$ cat src/rtl/bsg_manycore_link_net_scheduler.sv
// Multiplexes the manycore fwd/rev ready/valid networks onto one tagged link channel,
// with independent per-net credit flow control and round-robin arbitration.
module bsg_manycore_link_net_scheduler #(
  parameter  int fwd_width_p      = 118,
  parameter  int rev_width_p      = 55,
  parameter  int credits_p        = 8,
  localparam int lg_credits_lp    = $clog2(credits_p + 1),
  localparam int payload_width_lp = (fwd_width_p > rev_width_p) ? fwd_width_p : rev_width_p
) (
  input  logic                        clk_i,
  input  logic                        reset_i,

  input  logic [fwd_width_p-1:0]      fwd_data_i,
  input  logic                        fwd_v_i,
  output logic                        fwd_ready_o,

  input  logic [rev_width_p-1:0]      rev_data_i,
  input  logic                        rev_v_i,
  output logic                        rev_ready_o,

  output logic [payload_width_lp:0]   link_data_o,
  output logic                        link_v_o,
  input  logic                        link_ready_i,

  input  logic                        fwd_credit_i,
  input  logic                        rev_credit_i,
  output logic                        error_o
);

  localparam logic [lg_credits_lp-1:0] credits_max_lp = lg_credits_lp'(credits_p);
  localparam logic grant_rev_lp = 1'b0;
  localparam logic grant_fwd_lp = 1'b1;

  logic [lg_credits_lp-1:0]  fwd_credits_r, rev_credits_r;
  logic                      last_grant_r;
  logic                      link_v_r;
  logic [payload_width_lp:0] link_data_r;
  logic                      error_r;

  logic slot_free;
  logic fwd_elig, rev_elig;
  logic grant_fwd, grant_rev;
  logic fwd_overflow, rev_overflow;
  logic [payload_width_lp-1:0] fwd_ext, rev_ext;

  assign slot_free = ~link_v_r | link_ready_i;
  assign fwd_elig  = fwd_v_i & (fwd_credits_r != '0) & slot_free & ~reset_i;
  assign rev_elig  = rev_v_i & (rev_credits_r != '0) & slot_free & ~reset_i;

  // On a tie the net that did not win last time gets the slot.
  always_comb begin
    grant_fwd = 1'b0;
    grant_rev = 1'b0;
    if (fwd_elig && rev_elig) begin
      grant_fwd = (last_grant_r == grant_rev_lp);
      grant_rev = (last_grant_r == grant_fwd_lp);
    end else begin
      grant_fwd = fwd_elig;
      grant_rev = rev_elig;
    end
  end

  assign fwd_ready_o = grant_fwd;
  assign rev_ready_o = grant_rev;

  assign fwd_ext = payload_width_lp'(fwd_data_i);
  assign rev_ext = payload_width_lp'(rev_data_i);

  // A return with no matching grant while already full means the remote side over-credited us.
  assign fwd_overflow = fwd_credit_i & ~grant_fwd & (fwd_credits_r == credits_max_lp);
  assign rev_overflow = rev_credit_i & ~grant_rev & (rev_credits_r == credits_max_lp);

  always_ff @(posedge clk_i or posedge reset_i) begin
    if (reset_i) begin
      link_v_r    <= 1'b0;
      link_data_r <= '0;
    end else if (grant_fwd) begin
      link_v_r    <= 1'b1;
      link_data_r <= {1'b1, fwd_ext};
    end else if (grant_rev) begin
      link_v_r    <= 1'b1;
      link_data_r <= {1'b0, rev_ext};
    end else if (link_ready_i && link_v_r) begin
      link_v_r    <= 1'b0;
    end
  end

  always_ff @(posedge clk_i or posedge reset_i) begin
    if (reset_i) begin
      last_grant_r <= grant_fwd_lp;
    end else if (grant_fwd) begin
      last_grant_r <= grant_fwd_lp;
    end else if (grant_rev) begin
      last_grant_r <= grant_rev_lp;
    end
  end

  always_ff @(posedge clk_i or posedge reset_i) begin
    if (reset_i) begin
      fwd_credits_r <= credits_max_lp;
    end else if (grant_fwd && !fwd_credit_i) begin
      fwd_credits_r <= fwd_credits_r - 1'b1;
    end else if (fwd_credit_i && !grant_fwd && (fwd_credits_r != credits_max_lp)) begin
      fwd_credits_r <= fwd_credits_r + 1'b1;
    end
  end

  always_ff @(posedge clk_i or posedge reset_i) begin
    if (reset_i) begin
      rev_credits_r <= credits_max_lp;
    end else if (grant_rev && !rev_credit_i) begin
      rev_credits_r <= rev_credits_r - 1'b1;
    end else if (rev_credit_i && !grant_rev && (rev_credits_r != credits_max_lp)) begin
      rev_credits_r <= rev_credits_r + 1'b1;
    end
  end

  always_ff @(posedge clk_i or posedge reset_i) begin
    if (reset_i) begin
      error_r <= 1'b0;
    end else if (fwd_overflow || rev_overflow) begin
      error_r <= 1'b1;
    end
  end

  assign link_v_o    = link_v_r;
  assign link_data_o = link_data_r;
  assign error_o     = error_r;

endmodule

$ cat config.mk
export PLATFORM = sky130hd
export DESIGN_NAME = bsg_manycore_link_net_scheduler
export DESIGN_NICKNAME = d
export VERILOG_FILES = /design/src/rtl/bsg_manycore_link_net_scheduler.sv
export SDC_FILE = /design/constraint.sdc
export NUM_CORES = 1
export LEC_CHECK = 0
export CORE_MARGIN = 3
export CORE_UTILIZATION = 35
export DETAILED_ROUTE_END_ITERATION = 7
export PLACE_DENSITY_LB_ADDON = 0.08
export SYNTH_ARGS = -nofsm -noshare
export SYNTH_HDL_FRONTEND = slang
export SYNTH_SLANG_ARGS = --single-unit
$ cat constraint.sdc
create_clock -name clk_i -period 3.6 [get_ports clk_i]
set_clock_uncertainty 0.05 [all_clocks]
set_input_delay 0.36 -clock clk_i [delete_from_list [all_inputs] [get_ports clk_i]]
set_output_delay 0.36 -clock clk_i [all_outputs]
set_load 0.005 [all_outputs]
### After elaboration in Yosys (flattened, before gate mapping)

Index checks and enable logic that the tools add are counted.

* register bits after elaboration: 130
* bits of input ports: 180

* reductions and logical operators: 19
* bitwise logic cells: 16
* eq/ne operators: 4
* add/subtract/negate cells: 4
* mux-type cells: 13

Operators with widths (count)
* $mux W119: 2
* $mux W4: 4
* $and A1 B1 Y1: 10
* $add A4 B1 Y4 const B: 2
* $eq A4 B4 Y1 const B: 2
* $logic_and A1 B1 Y1: 8
* $ne A4 B4 Y1 const B: 2
* $reduce_bool A4 Y1: 2
* $sub A4 B1 Y4 const B: 2
* $mux W1: 7
* $reduce_bool A2 Y1: 3
* $not A1 Y1: 5
* $logic_not A1 Y1: 4
* $reduce_bool A3 Y1: 1
* $logic_or A1 B1 Y1: 1
* $or A1 B1 Y1: 1

### Logic depth before layout (Yosys ltp)

Gate-level depths: netlist of the first run.

* depth in word-level cells: 11
* depth in mapped cells: 12
* gate-level depth less buffers: 9

### Worst setup path after synthesis of the first run

OpenSTA, ideal clock, no wires.

* path kind: reg-to-reg
* from: register rev_credits_r[1]
* to: register rev_credits_r[2]
* library setup time: 80 ps
* path slack: 1256 ps
* cell stages (with the launch flop): 13
* clock period less this slack: 2344 ps
* arrival: 2214 ps
* path buffers: 3
* required time: 3470 ps
* cell sequence: dfrtp_1 buf_4 nor4_2 nor4b_4 o21a_1 buf_6 buf_6 nor2b_1 xor2_1 ha_1 and3_1 mux2i_1 xnor2_1

* longest elaborated chain between the ends: 10

Ends and longest elaborated chain
* from (decl): line 34 `logic [lg_credits_lp-1:0] fwd_credits_r, rev_credits_r;`
* from (signal assigned): line 110 `rev_credits_r <= credits_max_lp;`
* from (signal assigned): line 112 `rev_credits_r <= rev_credits_r - 1'b1;`
* from (signal assigned): line 114 `rev_credits_r <= rev_credits_r + 1'b1;`
* $reduce_bool A4 Y1: line 48 `assign rev_elig = rev_v_i & (rev_credits_r != '0) & slot_free & ~reset_i;`
* $and A1 B1 Y1 (3 in series): line 48
* $logic_and A1 B1 Y1: line 54 `if (fwd_elig && rev_elig) begin`
* $mux W1: line 54
* $logic_not A1 Y1: line 113 `end else if (rev_credit_i && !grant_rev && (rev_credits_r != credits_max_lp)) begin`
* $logic_and A1 B1 Y1 (2 in series): line 113
* $reduce_bool A2 Y1 (no source line)

Parallel ways exist; a longest one is shown, timed or not. The select of a mux whose other input is x is not followed.
A chain may end at the register's enable or synchronous reset.

### Worst setup path in the final report of the first run

* from: input port reset_i
* to: output port rev_ready_o

* longest elaborated chain between the ends: 4

Ends and longest elaborated chain
* from (decl): line 11 `input logic reset_i,`
* $not A1 Y1 (*): line 47, 48
* $and A1 B1 Y1 (on tied branches): line 47, 48
* $logic_and A1 B1 Y1: line 54
* $mux W1 (*): line 54
* to (decl): line 19 `output logic rev_ready_o,`

Mark *: on every way between the ends. The rest lies on a longest branch, timed or not.

==> reports/summary.txt, run 1 <==
Warnings, synthesis: 0
RSZ-0062 raised after global routing: no
Reg clk slew, reported paths: 50 ps
antenna-violating nets left: 0
cells after synthesis: 400
most common cell after layout, fill and taps aside: clkdlybuf4s50_1
setup violators final: 0
Setup TNS: 0 ps
Worst slew margin: 40.6%
Antenna diodes: 0
CP Max Fanout: 24
vias in the first global route: 4987
synthesized cell area: 5260 um^2
final non-filler cell total: 890
CP Launch Type: input pin
Critical Setup Path Class: in2out
later-pin clock latency in the skew report: 400 ps
Die Height: 129 um
cell family with most CP delay: buffers and inverters
die width: 129 um
Inserted Clock Buffers: 17
final worst-path cycle share: 79.3%
final slew viol count: 0
Initial Utilization: 35.9%
CTS H-tree depth: 4
R2R Path End: link_data_o[40]$_DFFE_PP0P_
area of the core: 14600 um^2
Leak: 0.00409 uW
Placed Cells: 860
main area contributors after synthesis: dfrtp_1 60%, a22o_1 11%, a222oi_1 10%
port bufs: 302
Sw Ratio: 29.0%
CTS tree: done
hold path cells: 1
NetSw: 2010 uW
row count: 44
R2R setup slack: 1030 ps
CP peak stage delay: 550 ps
Remaining Overflow, GRT: 0
Yosys cell types: 38
via-per-instance ratio: 5.27
Post-synth EDFFs: 0
register share of total power: 36.9%
post-synth top area share: 60.4%
internal power: 4920 uW
Root Buffer: clkbuf_16
drt first-iter violations: 427
critical path endpoint category: primary output
syn nets: 582
Comb power frac: 38.1%
Post-DP HPWL: 12.6 mm
CTS Hold Bufs: 0
highest clock rate: 350 MHz
Least-Margin Pin Slew: 889 ps
vias: 4689
Final #Nets: 877
clk sinks: 130
slowest stage cell, crit path: clkdlybuf4s50_1
FF-to-FF path depth: 6
Most used DFF post-synth: dfrtp_1
Max-Cap Viols: 0
fraction of registers with async set/reset: 100%
reg-to-reg startpoint: rev_credits_r[0]$_DFFE_PP0P_
most frequent cells in the layout: 302 x clkdlybuf4s50_1, 127 x dfrtp_1, 65 x a22o_1
Fin. Hold Viols: 0
final WL: 17.4 mm
Seq/Total Area, Yosys: 61.9%
HP Start: error_o$_DFFE_PP0P_
Area Growth Syn to Fin: 70.7%
Worst Path Required: 3190 ps
post-route cell area: 8980 um^2
Worst VDD drop: 0.395 mV
post-synthesis register bit count: 130
first-pass GRT wire length: 26.9 mm
WP data arrival: 2440 ps
first drt pass iteration count: 8
clock power share: 25.1%
PD cells: 772 nW/um^2
ratio of cells with drive above 1 in the final layout: 7.08%
Final Power: 6930 uW
Die ar.: 16500 um^2
crit-path cells: clkdlybuf4s50_1 > nand2b_1 > a211o_1 > o21a_2 > buf_4 > clkdlybuf4s50_1
Routed wire per std cell: 19.5 um
CP most frequent cell: clkdlybuf4s50_1
worst hold path endpoint: error_o$_DFFE_PP0P_
Layout Utilization: 61.3%
post-layout min period: 2850 ps
DRC: 0
gpl congestion: 0.792
Hold Path Class: reg2reg
gr usage total: 21.0%
Post-CTS Setup Bufs: 0
clock tree buffer depth: 2
largest net degree at the start of global routing: 70
cell taking the most area after synthesis: dfrtp_1
outcome: completed
post_cts resized: 0
Area after DPL: 8380 um^2
WP buf/inv: 3
initial antenna violation count: 0
mean post-synth cell area: 13.2 um^2
I/O Pins: 303
## area by class of cell
cell class                 instances  area [um^2]
inverter                          57          218
tap                              184          230
clock buffer                      21          470
multi-input combinational        177         1560
timing repair buffer             312         3120
fill                            1191         5660
sequential                       130         3260
clock inverter                     9          130
## kinds of logic (layout without fill, tap and decap cells)
| family | after synthesis | after routing | synth area share, % |
|---|---|---|---|
| AOI/OAI and AO/OA | 132 | 132 | 23.0 |
| adders and majority gates | 2 | 2 | 0.475 |
| DFF | 130 | 130 | 61.9 |
| and+or+nand+nor | 31 | 31 | 3.92 |
| xor gates and xnor gates | 8 | 8 | 1.33 |
| muxes | 4 | 4 | 0.761 |
| buffers and inverters | 93 | 399 | 8.58 |
## worst register-to-register path, stage by stage (launching register included)
cell	delay [ps]
dfrtp_1	450
nor4_2	490
or4b_4	240
and2_4	660
buf_4	430
a222oi_1	110
inv_1	90
## through the flow
| step | hold slack, ps | setup WS [ps] |
|---|---|---|
| 4_1_cts | 435 | 708 |
| 6_report | 430 | 746 |
| 5_1_grt | 448 | 620 |
| 2_1_floorplan | 414 | 1260 |
| 3_5_place_dp | 423 | 705 |
| 3_3_place_gp | 414 | 795 |
## synth_stat cells, types with 3 or more instances
cell and number:
dfrtp_1 127, mux2i_1 4, buf_2 19, nor2b_1 3
o21ai_0 3, buf_6 9, a222oi_1 55, buf_4 3
nor3_1 4, inv_1 57, xor2_1 4, dfstp_2 3
clkbuf_1 5, a22o_1 65, xnor2_1 4, nand2_1 6
nand2b_1 3
## worst max path at each step
stage                                         to                          from  cells after the start  slack [ps]
CTS                                  rev_ready_o  fwd_credits_r[1]$_DFFE_PP0P_                      5         710
detailed placement   link_data_o[41]$_DFFE_PP0P_                  link_ready_i                      7         700
floorplan           rev_credits_r[2]$_DFFE_PP0P_  rev_credits_r[1]$_DFFE_PP0P_                     12        1260
global route                         rev_ready_o  fwd_credits_r[1]$_DFFE_PP0P_                      5         620
global placement     link_data_o[37]$_DFFE_PP0P_                  link_ready_i                      7         790
finish                               rev_ready_o                       reset_i                      6         750
## power groups by stage
stage / registers, uW / clock network (uW) / logic, uW
finish: 2560 / 1740 / 2640
floorplan: 2550 / 0 / 980
CTS: 2560 / 1780 / 2690
global placement: 2540 / 0 / 2630
detailed placement: 2550 / 0 / 2680
global route: 2640 / 1850 / 2870
## flip-flops by register name, summed over array words and instances, names as in the netlist
name,count
rev_credits_r,4
link_data_o,119
last_grant_r,1
link_v_o,1
fwd_credits_r,4
error_o,1
## per-layer routing
| layer | share of wire, % | track usage, % | routed length [um] |
|---|---|---|---|
| met3 | 8.6 | 8.39 | 1490 |
| met5 | 0 | 0 | 0 |
| met4 | 2.4 | 7.41 | 422 |
| met2 | 51 | 35.0 | 8840 |
| met1 | 38 | 24.7 | 6610 |
(Power assumes the default switching activity.)
==> run 2, diff against run 1 <==
Settings changed: CORE_UTILIZATION 35 to 38.
Clock period 3.6 ns to 2.8 ns, I/O delays scaled along.
==> reports/summary.txt, run 2 (synthesis results as in run 1) <==
outcome: completed
Max-Cap Viols: 0
CTS tree: done
max reg flops: 119
antenna-violating nets left: 0
die width: 124 um
critical path endpoint category: primary output
first drt pass iteration count: 7
later-pin clock latency in the skew report: 410 ps
initial antenna violation count: 0
CP Max Fanout: 10
most frequent cells in the layout: 302 x clkdlybuf4s50_1, 127 x dfrtp_1, 65 x a22o_1
DP Worst Slack: 141 ps
DRC: 0
gpl congestion: 0.800
I/O Pins: 303
most common cell after layout, fill and taps aside: clkdlybuf4s50_1
GRT busiest layer: met2
setup violators final: 0
vias in the first global route: 4940
Layout Utilization: 67.8%
R2R setup slack: 470 ps
CTS H-tree depth: 4
row count: 42
largest net degree at the start of global routing: 72
highest clock rate: 375 MHz
R2R Path End: rev_credits_r[2]$_DFFE_PP0P_
RSZ-0062 raised after global routing: no
ratio of cells with drive above 1 in the final layout: 7.59%
final slew viol count: 0
Final Power: 9160 uW
area of the core: 13400 um^2
Reg clk slew, reported paths: 50 ps
Initial Utilization: 39.3%
Post-CTS Setup Bufs: 0
Hold Path Class: in2async
Critical Setup Path Class: reg2out
Die Height: 124 um
Root Buffer: clkbuf_16
Post-DP HPWL: 12.9 mm
met1 Track Usage GR: 27.1%
clk sinks: 130
drt first-iter violations: 634
Routed wire per std cell: 20.1 um
Worst VDD drop: 0.551 mV
setup ws final: 135 ps
Worst Path Required: 2470 ps
Least-Margin Pin Slew: 738 ps
CP Launch Type: register
PD cells: 1010 nW/um^2
Final #Nets: 880
Fin. Hold Viols: 0
final WL: 17.8 mm
Area Growth Syn to Fin: 72.7%
Leak: 0.00413 uW
M2 GR Usage: 39.6%
port bufs: 302
Inserted Clock Buffers: 17
Setup TNS: 0 ps
GR Util met3: 8.22%
Die ar.: 15300 um^2
FF-to-FF path depth: 9
post-layout min period: 2660 ps
gr usage total: 23.0%
final worst-path cycle share: 95.2%
Antenna diodes: 0
Remaining Overflow, GRT: 0
vias: 4749
first-pass GRT wire length: 26.7 mm
clock tree buffer depth: 2
WP data arrival: 2330 ps
via-per-instance ratio: 5.35
CTS Hold Bufs: 0
Worst slew margin: 50.7%
reg-to-reg startpoint: fwd_credits_r[0]$_DFFE_PP0P_
## run 2: cell types whose count changed in the layout (fill, tap and decap cells not counted)
cell,previous run,this run
clkbuf_8,3,2
clkbuf_1,1,3
clkinv_4,1,0
nor4_2,1,0
clkinvlp_4,2,3
buf_12,2,5
nor4_4,0,1
bufinv_16,3,5
nor2b_2,0,1
inv_6,1,0
nor2b_1,3,2
## run 2: layout make-up
cell class	count	area, um^2
flip-flops and latches	130	3260
fillers	1004	4310
clock buffers	22	464
well taps	176	220
clock inverters	10	180
repair buffers	315	3180
multi-input cells	177	1570
inverters	57	218
## run 2: power breakdown
group          switching, uW  total, uW  internal (uW)
clock network            792       2410           1620
logic                   1260       3430           2170
registers                581       3310           2730
## run 2: worst max-delay path by stage
stage	startpoint	end	cells past startpoint
CTS	rev_credits_r[0]$_DFFE_PP0P_	fwd_ready_o	4
detailed placement	link_ready_i	rev_credits_r[2]$_DFFE_PP0P_	10
global placement	reset_i	fwd_credits_r[2]$_DFFE_PP0P_	10
floorplan	rev_credits_r[1]$_DFFE_PP0P_	rev_credits_r[2]$_DFFE_PP0P_	12
finish	fwd_credits_r[0]$_DFFE_PP0P_	rev_ready_o	5
global route	fwd_credits_r[1]$_DFFE_PP0P_	rev_ready_o	5
## run 2: per-layer routing
metal | wire length (um) | up-vias
li1 | - | 2118
met1 | 6780 | 2390
met2 | 9420 | 226
met3 | 1440 | 15
met4 | 204 | 0
met5 | 0 | -
## run 2: timing repair
item                                   CTS  global route
setup endpoints to repair                0             2
endpoints found under the hold margin    0             0
gates resized for setup                  0             2
## run 2: critical path: stages, from the launching register on
cell,delay [ps]
dfrtp_1,440
nor3_1,330
a211o_1,300
o21a_2,190
buf_4,170
clkdlybuf4s50_1,510
## run 2: per-stage QoR
step,cells,hold slack (ps),cell area (um^2)
6_report,887,420,9090
5_1_grt,887,407,9090
4_1_cts,887,401,9080
3_5_place_dp,855,419,8430
3_3_place_gp,855,408,8430
2_1_floorplan,400,370,5270
==> run 3, diff against run 2 <==
Settings changed: CORE_UTILIZATION 38 to 35, CTS_CLUSTER_DIAMETER set to 60.
==> reports/summary.txt, run 3 (synthesis results as in run 1) <==
Root Buffer: clkbuf_16
first-pass GRT wire length: 26.5 mm
gpl congestion: 0.780
worst hold path endpoint: link_data_o[78]$_DFFE_PP0P_
crit-path cells: nor3_1 > a211o_1 > o21a_2 > clkdlybuf4s50_1
Filler cells: 1189
CP Launch Type: register
Hold Path Class: in2reg
Hold Slack: 423 ps
gr usage total: 20.7%
Least-Margin Pin Slew: 738 ps
Remaining Overflow, GRT: 0
Final #Nets: 878
register share of total power: 36.4%
via-per-instance ratio: 5.29
CTS tree: done
most common cell after layout, fill and taps aside: clkdlybuf4s50_1
post_cts resized: 0
setup violators final: 0
RSZ-0062 raised after global routing: no
CP Max Fanout: 8
max reg flops: 119
largest net degree at the start of global routing: 76
CP peak stage delay: 580 ps
Leak: 0.00410 uW
row count: 44
Initial Utilization: 35.9%
clock tree buffer depth: 2
critical path endpoint category: primary output
hold path cells: 2
highest clock rate: 376 MHz
internal power: 6390 uW
cell family with most CP delay: buffers and inverters
Inserted Clock Buffers: 17
CTS H-tree depth: 4
Placed Cells: 861
R2R Path End: rev_credits_r[2]$_DFFE_PP0P_
Setup TNS: 0 ps
Area after DPL: 8400 um^2
final non-filler cell total: 893
Die Height: 129 um
first drt pass iteration count: 7
Max-Cap Viols: 0
Post-CTS Setup Bufs: 0
Post-DP HPWL: 12.5 mm
initial antenna violation count: 0
ratio of cells with drive above 1 in the final layout: 7.48%
outcome: completed
later-pin clock latency in the skew report: 410 ps
Routed wire per std cell: 19.6 um
clk sinks: 130
Comb power frac: 37.8%
Area Growth Syn to Fin: 71.6%
I/O Pins: 303
post-layout min period: 2660 ps
slowest stage cell, crit path: clkdlybuf4s50_1
post-route cell area: 9030 um^2
WP buf/inv: 1
final WL: 17.5 mm
R2R setup slack: 350 ps
vias: 4720
final worst-path cycle share: 94.9%
WP data arrival: 2330 ps
PD cells: 999 nW/um^2
clock power share: 25.7%
Critical Setup Path Class: reg2out
Reg clk slew, reported paths: 60 ps
DRC: 0
Die ar.: 16500 um^2
die width: 129 um
reg-to-reg startpoint: fwd_credits_r[0]$_DFFE_PP0P_
antenna-violating nets left: 0
Worst VDD drop: 0.464 mV
final slew viol count: 0
Worst slew margin: 50.8%
most frequent cells in the layout: 302 x clkdlybuf4s50_1, 127 x dfrtp_1, 65 x a22o_1
NetSw: 2630 uW
drt first-iter violations: 562
vias in the first global route: 4820
Antenna diodes: 0
Worst Path Required: 2470 ps
port bufs: 302
HP Start: fwd_data_i[78]
FF-to-FF path depth: 9
area of the core: 14600 um^2
Fin. Hold Viols: 0
Sw Ratio: 29.1%
CTS Hold Bufs: 0
## run 3: cell count changes in the layout (fill, tap and decap cells not counted), sizes merged
| cell | delta |
|---|---|
| clkbuf | -3 |
| buf | -2 |
| clkinv | +2 |
| bufinv | -1 |
| clkinvlp | +1 |
| inv | +1 |
## run 3: per-stage QoR
stage | utilization (%) | worst slack, ps | power, uW
floorplan | - | 456 | 4540
finish | 61.7 | 142 | 9020
global route | 61.7 | 2.68 | 9550
CTS | 61.7 | 91.7 | 9130
detailed placement | 57.4 | 105 | 6730
global placement | 57.4 | 168 | 6670
## run 3: area by class of cell
| type | count | area [um^2] | area share [%] |
|---|---|---|---|
| clock inverters | 13 | 184 | 2.04 |
| multi-input cells | 177 | 1560 | 17.2 |
| flip-flops and latches | 130 | 3260 | 36.1 |
| repair buffers | 313 | 3140 | 34.8 |
| well taps | 184 | 230 | 2.55 |
| clock buffers | 19 | 443 | 4.91 |
| inverters | 57 | 218 | 2.41 |
## run 3: worst max-delay path by stage
stage	from	endpoint	slack (ps)	cells after the start
floorplan	rev_credits_r[1]$_DFFE_PP0P_	rev_credits_r[2]$_DFFE_PP0P_	460	12
finish	fwd_credits_r[0]$_DFFE_PP0P_	rev_ready_o	140	4
CTS	rev_credits_r[0]$_DFFE_PP0P_	fwd_ready_o	90	4
detailed placement	reset_i	rev_credits_r[2]$_DFFE_PP0P_	100	10
global placement	reset_i	rev_credits_r[2]$_DFFE_PP0P_	170	10
global route	fwd_credits_r[0]$_DFFE_PP0P_	rev_ready_o	3	4
## run 3: power by group through the flow
stage / Combinational [uW] / Sequential (uW) / Clock [uW]
finish: 3410 / 3280 / 2320
global route: 3680 / 3390 / 2470
CTS: 3470 / 3280 / 2370
detailed placement: 3460 / 3270 / 0
global placement: 3410 / 3260 / 0
floorplan: 1260 / 3280 / 0
## run 3: worst reg2reg max path, delay by kind of cell, from the launching register on
| family | cells | cell delay, ps |
|---|---|---|
| adders and majority gates | 1 | 190 |
| xor gates and xnor gates | 2 | 320 |
| and+or+nand+nor | 3 | 690 |
| AOI/OAI and AO/OA | 2 | 560 |
| DFF | 1 | 430 |
| muxes | 1 | 80 |
## run 3: metal layers
layer | vias to the layer above | wire length, um | GRT usage [%]
met1 | 2376 | 6840 | 25.1
met4 | 0 | 366 | 8.15
met5 | - | 0 | 0
met3 | 26 | 1310 | 6.72
li1 | 2115 | - | -
met2 | 203 | 8950 | 34.2
